$ cat config.mk
export PLATFORM = sky130hd
export DESIGN_NAME = pdp8i_timing_gen
export DESIGN_NICKNAME = d
export VERILOG_FILES = /design/src/rtl/pdp8i_timing_gen.sv
export SDC_FILE = /design/constraint.sdc
export NUM_CORES = 1
export LEC_CHECK = 0
export CAP_MARGIN = 15
export CORE_MARGIN = 2
export CORE_UTILIZATION = 55
export CTS_CLUSTER_DIAMETER = 200
export DETAILED_ROUTE_END_ITERATION = 6
export PLACE_DENSITY = 0.82
export SLEW_MARGIN = 20
export SYNTH_ARGS = -nofsm -noshare
export SYNTH_HDL_FRONTEND = slang
export SYNTH_SLANG_ARGS = --single-unit
$ cat constraint.sdc
create_clock -name clk -period 3.55 [get_ports clk]
set_input_delay 0.71 -clock clk [delete_from_list [all_inputs] [get_ports clk]]
set_output_delay 0.71 -clock clk [all_outputs]
set_load 0.02 [all_outputs]
$ cat src/rtl/pdp8i_timing_gen.sv
// pdp8i_timing_gen -- PDP-8/I major-cycle timing generator.
//
// Sequences one memory cycle through the time states TS1..TS4 and emits a
// one-clock time pulse on the final clock of each state. A cycle begins on an
// accepted start and repeats back-to-back while RUN is high at the end of TS4.
// TS2 is held until core memory reports the strobe complete, or until a
// timeout expires. TS3 is stretched for as long as an IOT pause is requested.
//
// Build option:
//   PDP8I_TIMING_MEM_HANDSHAKE_EN  defined   -> TS2 waits for mem_done, with a
//                                               MEM_TIMEOUT limit; mem_err live
//                                  undefined -> TS2 is a fixed TS2_LEN clocks,
//                                               mem_done ignored, mem_err = 0
//
// Ports:
//   clk        in   system clock; all state changes on the rising edge
//   rst_n      in   asynchronous active-low reset
//   start      in   one-clock cycle request, honoured only when idle
//   run        in   RUN level, sampled on the last clock of TS4
//   mem_done   in   memory strobe complete (pulse or level)
//   io_pause   in   IOT pause, sampled once the TS3 count has expired
//   ts[3:0]    out  one-hot time state (bit0 = TS1 .. bit3 = TS4), 0 when idle
//   tp[3:0]    out  time pulse; bit n high on the final clock of TS(n+1)
//   mem_start  out  one-clock pulse on the first clock of every TS1
//   busy       out  high whenever a cycle is in progress
//   mem_err    out  sticky TS2 timeout flag, cleared by the next accepted start

module pdp8i_timing_gen #(
    parameter int unsigned TS1_LEN     = 15,
    parameter int unsigned TS2_LEN     = 15,
    parameter int unsigned TS3_LEN     = 15,
    parameter int unsigned TS4_LEN     = 15,
    parameter int unsigned MEM_TIMEOUT = 64
) (
    input  logic       clk,
    input  logic       rst_n,
    input  logic       start,
    input  logic       run,
    input  logic       mem_done,
    input  logic       io_pause,
    output logic [3:0] ts,
    output logic [3:0] tp,
    output logic       mem_start,
    output logic       busy,
    output logic       mem_err
);

    // The state counter is reloaded with LEN-1 on entry and counts down to 0,
    // so a state lasts exactly LEN clocks when nothing stretches it.
    localparam logic [7:0] TS1_RELOAD = 8'(TS1_LEN - 1);
    localparam logic [7:0] TS2_RELOAD = 8'(TS2_LEN - 1);
    localparam logic [7:0] TS3_RELOAD = 8'(TS3_LEN - 1);
    localparam logic [7:0] TS4_RELOAD = 8'(TS4_LEN - 1);

    typedef enum logic [2:0] {
        StIdle,
        StS1,
        StS2,
        StS3,
        StS4
    } state_e;

    state_e     state_q, state_d;
    logic [7:0] cnt_q, cnt_d;
    logic [3:0] ts_q, ts_d;
    logic       mem_start_q, mem_start_d;
    logic [3:0] tp_c;
    logic       expired;

`ifdef PDP8I_TIMING_MEM_HANDSHAKE_EN
    localparam int unsigned WAIT_W = $clog2(MEM_TIMEOUT + 1);
    localparam logic [WAIT_W-1:0] WAIT_MAX = WAIT_W'(MEM_TIMEOUT);

    logic [WAIT_W-1:0] wait_q, wait_d;
    logic              done_seen_q, done_seen_d;
    logic              mem_err_q, mem_err_d;
    logic              done_now;
`else
    // Handshake inputs and limits have no function in the fixed-length build.
    logic unused_handshake;
    assign unused_handshake = mem_done ^ (MEM_TIMEOUT == 0);
`endif

    assign expired = (cnt_q == 8'd0);

    always_comb begin
        state_d     = state_q;
        cnt_d       = cnt_q;
        mem_start_d = 1'b0;
        tp_c        = 4'b0000;
`ifdef PDP8I_TIMING_MEM_HANDSHAKE_EN
        // Outside TS2 the wait counter and done flag rest at 0, which also
        // gives the clear-on-entry behaviour for free.
        wait_d      = '0;
        done_seen_d = 1'b0;
        mem_err_d   = mem_err_q;
        done_now    = done_seen_q | mem_done;
`endif

        unique case (state_q)
            StIdle: begin
                if (start) begin
                    state_d     = StS1;
                    cnt_d       = TS1_RELOAD;
                    mem_start_d = 1'b1;
`ifdef PDP8I_TIMING_MEM_HANDSHAKE_EN
                    mem_err_d   = 1'b0;
`endif
                end
            end

            StS1: begin
                if (!expired) begin
                    cnt_d = cnt_q - 8'd1;
                end else begin
                    tp_c[0] = 1'b1;
                    state_d = StS2;
                    cnt_d   = TS2_RELOAD;
                end
            end

            StS2: begin
`ifdef PDP8I_TIMING_MEM_HANDSHAKE_EN
                done_seen_d = done_now;
                wait_d      = wait_q;
                if (!expired) begin
                    cnt_d = cnt_q - 8'd1;
                end else if (done_now || (wait_q == WAIT_MAX)) begin
                    // A done on the timeout clock still counts as a good cycle.
                    tp_c[1] = 1'b1;
                    state_d = StS3;
                    cnt_d   = TS3_RELOAD;
                    if (!done_now) begin
                        mem_err_d = 1'b1;
                    end
                end else begin
                    wait_d = wait_q + 1'b1;
                end
`else
                if (!expired) begin
                    cnt_d = cnt_q - 8'd1;
                end else begin
                    tp_c[1] = 1'b1;
                    state_d = StS3;
                    cnt_d   = TS3_RELOAD;
                end
`endif
            end

            StS3: begin
                if (!expired) begin
                    cnt_d = cnt_q - 8'd1;
                end else if (!io_pause) begin
                    tp_c[2] = 1'b1;
                    state_d = StS4;
                    cnt_d   = TS4_RELOAD;
                end
                // Paused: hold S3 with the count parked at 0.
            end

            StS4: begin
                if (!expired) begin
                    cnt_d = cnt_q - 8'd1;
                end else begin
                    tp_c[3] = 1'b1;
                    if (run) begin
                        state_d     = StS1;
                        cnt_d       = TS1_RELOAD;
                        mem_start_d = 1'b1;
                    end else begin
                        state_d = StIdle;
                        cnt_d   = 8'd0;
                    end
                end
            end

            default: begin
                state_d = StIdle;
                cnt_d   = 8'd0;
            end
        endcase

        case (state_d)
            StS1:    ts_d = 4'b0001;
            StS2:    ts_d = 4'b0010;
            StS3:    ts_d = 4'b0100;
            StS4:    ts_d = 4'b1000;
            default: ts_d = 4'b0000;
        endcase
    end

    always_ff @(posedge clk or negedge rst_n) begin
        if (!rst_n) begin
            state_q     <= StIdle;
            cnt_q       <= 8'd0;
            ts_q        <= 4'b0000;
            mem_start_q <= 1'b0;
        end else begin
            state_q     <= state_d;
            cnt_q       <= cnt_d;
            ts_q        <= ts_d;
            mem_start_q <= mem_start_d;
        end
    end

`ifdef PDP8I_TIMING_MEM_HANDSHAKE_EN
    always_ff @(posedge clk or negedge rst_n) begin
        if (!rst_n) begin
            wait_q      <= '0;
            done_seen_q <= 1'b0;
            mem_err_q   <= 1'b0;
        end else begin
            wait_q      <= wait_d;
            done_seen_q <= done_seen_d;
            mem_err_q   <= mem_err_d;
        end
    end

    assign mem_err = mem_err_q;
`else
    assign mem_err = 1'b0;
`endif

    // tp depends on same-clock mem_done / io_pause, so it is decoded from the
    // registered state rather than registered itself; reset still forces it 0.
    assign tp        = tp_c;
    assign ts        = ts_q;
    assign mem_start = mem_start_q;
    assign busy      = (state_q != StIdle);

endmodule

==> flow_metrics.py <==
metrics = {
    "routing": {
        "wire_per_inst_um": 15.6,
        "via_per_inst": 6.03,
        "drtIter0Drc": 36,
        "postRouteAntennaNets": 0,
        "dr.pass1.iters": 4,
        "routed_wl_um": 2250,
        "drc": 0,
        "vias": 869,
    },
    "placement": {
        "globalplace.congestion": 0.813,
        "place_inst": 140,
        "hpwl_um": 1520,
        "io_buffer_count": 14,
        "dp_slack_ps": 489,
        "place_area_mm2": 0.00115,
    },
    "power": {
        "p_sw_mw": 0.387,
        "internal_power_mw": 0.523,
        "total_power_mw": 0.910,
        "sw_frac_of_total": 0.425,
        "ir_drop_mv": 0.405,
        "powerDensity_mw_per_mm2": 763,
        "leakage_nw": 0.484,
        "p_seq_frac": 0.393,
        "power_frac_comb": 0.476,
        "p_clk_frac": 0.131,
    },
    "cells_and_area": {
        "syn_to_final_growth_pct": 18.8,
        "drive_gt1_frac": 0.143,
        "nets": 127,
        "n_antenna_cell": 0,
        "final_cells": 144,
        "design_area_mm2": 0.00119,
        "final_common_cell": "dfrtp_1",
        "final_cell_mix": "dfrtp_1 (16), clkdlybuf4s50_1 (14), nand2_1 (7)",
    },
    "worst_setup_path": {
        "crit_arrival_ps": 2640,
        "crit_buf_inv": 2,
        "regToRegEndpoint": "cnt_q[6]",
        "reg2regPathDepth": 7,
        "slowest_stage": "clkdlybuf4s50_1",
        "reg2reg_slack_ps": 1450,
        "cp_max_fo": 7,
        "path_cells": "inv_1 > ha_1 > nor3b_4 > nand2_1 > nor4_2 > clkdlybuf4s50_1",
        "crit_family": "simple AND/OR/NAND/NOR gates",
        "cp.required_ps": 2840,
        "worst-path-stages": 6,
        "crit_path_start_kind": "register",
        "r2r_start": "cnt_q[0]",
        "crit_path_end_kind": "output pin",
        "critical_path_class": "register to output pin",
        "slowest_delay_ps": 680,
    },
    "outcome": {
        "status": "finished clean",
    },
    "synthesis": {
        "synth_edf_count": 0,
        "avgSynthCellArea_um2": 9.29,
        "ys_ff_latch": 16,
        "yosys_warnings": 0,
        "syn_nets": 115,
        "yosysTopAreaCellShare": 0.399,
        "yosysSeqAreaShare": 0.399,
        "synth_area_mm2": 0.00100,
        "ys_top_cells_by_area": "dfrtp_1 (40%), a21oi_1 (3.0%), o21ai_0 (3.0%), a22oi_1 (3.0%), or4_1 (3.0%)",
        "synth.distinct_cells": 43,
        "synthFlopType": "dfrtp_1",
        "async_flop_share": 1.00,
        "synthCells": 108,
        "yosysTopAreaCell": "dfrtp_1",
    },
    "hold_path": {
        "hold_path_depth": 2,
        "hold_end": "cnt_q[1]",
        "min-delay-start": "cnt_q[1]",
        "hp-class": "register to register",
    },
    "clock_network": {
        "path_clk_slew_ps": 90,
        "h-tree-depth": 1,
        "cts_tree": "done",
        "root_buffer": "clkbuf_4",
        "cts.sinks": 16,
        "clock_path_buffers": 2,
        "cts_buffers": 3,
        "clk_latency_ps": 280,
    },
    "die": {
        "die_x_um": 46.7,
        "dieArea_mm2": 0.00218,
        "io_pins": 17,
        "die_h_um": 46.7,
        "core_mm2": 0.00173,
        "initial_core_util": 0.581,
        "row_count": 15,
    },
    "timing": {
        "finClkSkew_ps": 4.10,
        "layout_setup_ws_ps": 199,
        "fin_crit_sh": 0.944,
        "setup_tns_ps": 0,
        "fmax_mhz": 298,
        "final_max_slew_viol_count": 0,
        "fin_crit_ps": 3350,
        "finalHoldViolCount": 0,
        "rsz0062_at_grt": "false",
        "slew_headroom": 0.482,
        "finalSetupViolCount": 0,
        "worst_pin_slew_ps": 774,
    },
    "grt": {
        "grt_max_degree": 24,
        "grt-ovfl-total": 0,
        "grt.total_usage": 0.243,
        "grt_pass1_wl_um": 3770,
        "antenna_found_initial": 0,
        "grt_pass1_vias": 818,
    },
    "job": {
        "maxCapViolCount": 0,
    },
}
==> Yosys cell counts, types with 3 or more instances <==
cell,number
a21oi_1,6
a22oi_1,4
clkbuf_1,5
dfrtp_1,16
inv_1,6
nand2_1,7
nor2_1,4
nor4b_1,3
o21ai_0,6
o31ai_1,3
or4_1,4
==> power by group through the flow <==
stage	Sequential [mW]	Clock (mW)	Combinational (mW)
floorplan	0.325	0	0.317
global placement	0.349	0	0.409
detailed placement	0.356	0	0.423
CTS	0.352	0.125	0.425
global route	0.377	0.134	0.479
finish	0.358	0.119	0.433
==> per-stage QoR <==
step,util,hold WS [ps]
finish,0.691,563
global route,0.691,595
CTS,0.687,558
detailed placement,0.666,537
global placement,0.666,511
floorplan,-,414
==> what timing repair did <==
item | CTS | global route
hold buffers | 0 | 0
resized for setup | 0 | 1
buffers inserted | 0 | 0
setup endpoints to repair | 0 | 1
==> cell families after synthesis <==
| kind of cell | count (synthesis) | share of synthesized area |
|---|---|---|
| flip-flops | 16 | 0.399 |
| other | 1 | 0.00374 |
| adder cells (fa/ha/maj) | 1 | 0.0125 |
| multiplexers | 1 | 0.0112 |
| AO/OA/AOI/OAI | 33 | 0.236 |
| AND/OR/NAND/NOR | 41 | 0.276 |
| buffers and inverters | 15 | 0.0623 |
==> worst max path at each step <==
stage | start | slack (ps) | end
floorplan | cnt_q[0] | 840 | tp[0]
global route | cnt_q[0] | 10 | tp[2]
CTS | cnt_q[0] | 150 | tp[2]
detailed placement | cnt_q[0] | 490 | tp[2]
finish | cnt_q[0] | 200 | tp[2]
global placement | cnt_q[0] | 540 | tp[2]
==> state kept, by name (all words and copies together) (netlist names) <==
register / cells
mem_start: 1
cnt_q: 8
ts: 4
state_q: 3
==> tightest hold or removal path: cells and delay by family, from the launching register on <==
kind	cells	cell delay (ps)
and+or+nand+nor	1	60
AOI/OAI and AO/OA	1	70
DFF	1	400
==> area by class of cell <==
cell class	instances	area (µm²)
Clock buffer	4	36.3
Inverter	6	22.5
Fill cell	149	534
Timing Repair Buffer	16	155
Multi-Input combinational cell	77	547
Sequential cell	16	400
Tap cell	25	31.3
==> routing by layer <==
layer / global-route usage / up-vias / part of all wire / wire length [µm]
met4: 0.0944 / 0 / 0.0053 / 12
li1: - / 428 / - / -
met3: 0.0353 / 2 / 0.043 / 97
met5: 0 / - / 0 / 0
met1: 0.376 / 411 / 0.48 / 1070
met2: 0.336 / 28 / 0.47 / 1070
No activity file was read; power rests on OpenSTA's default activity.
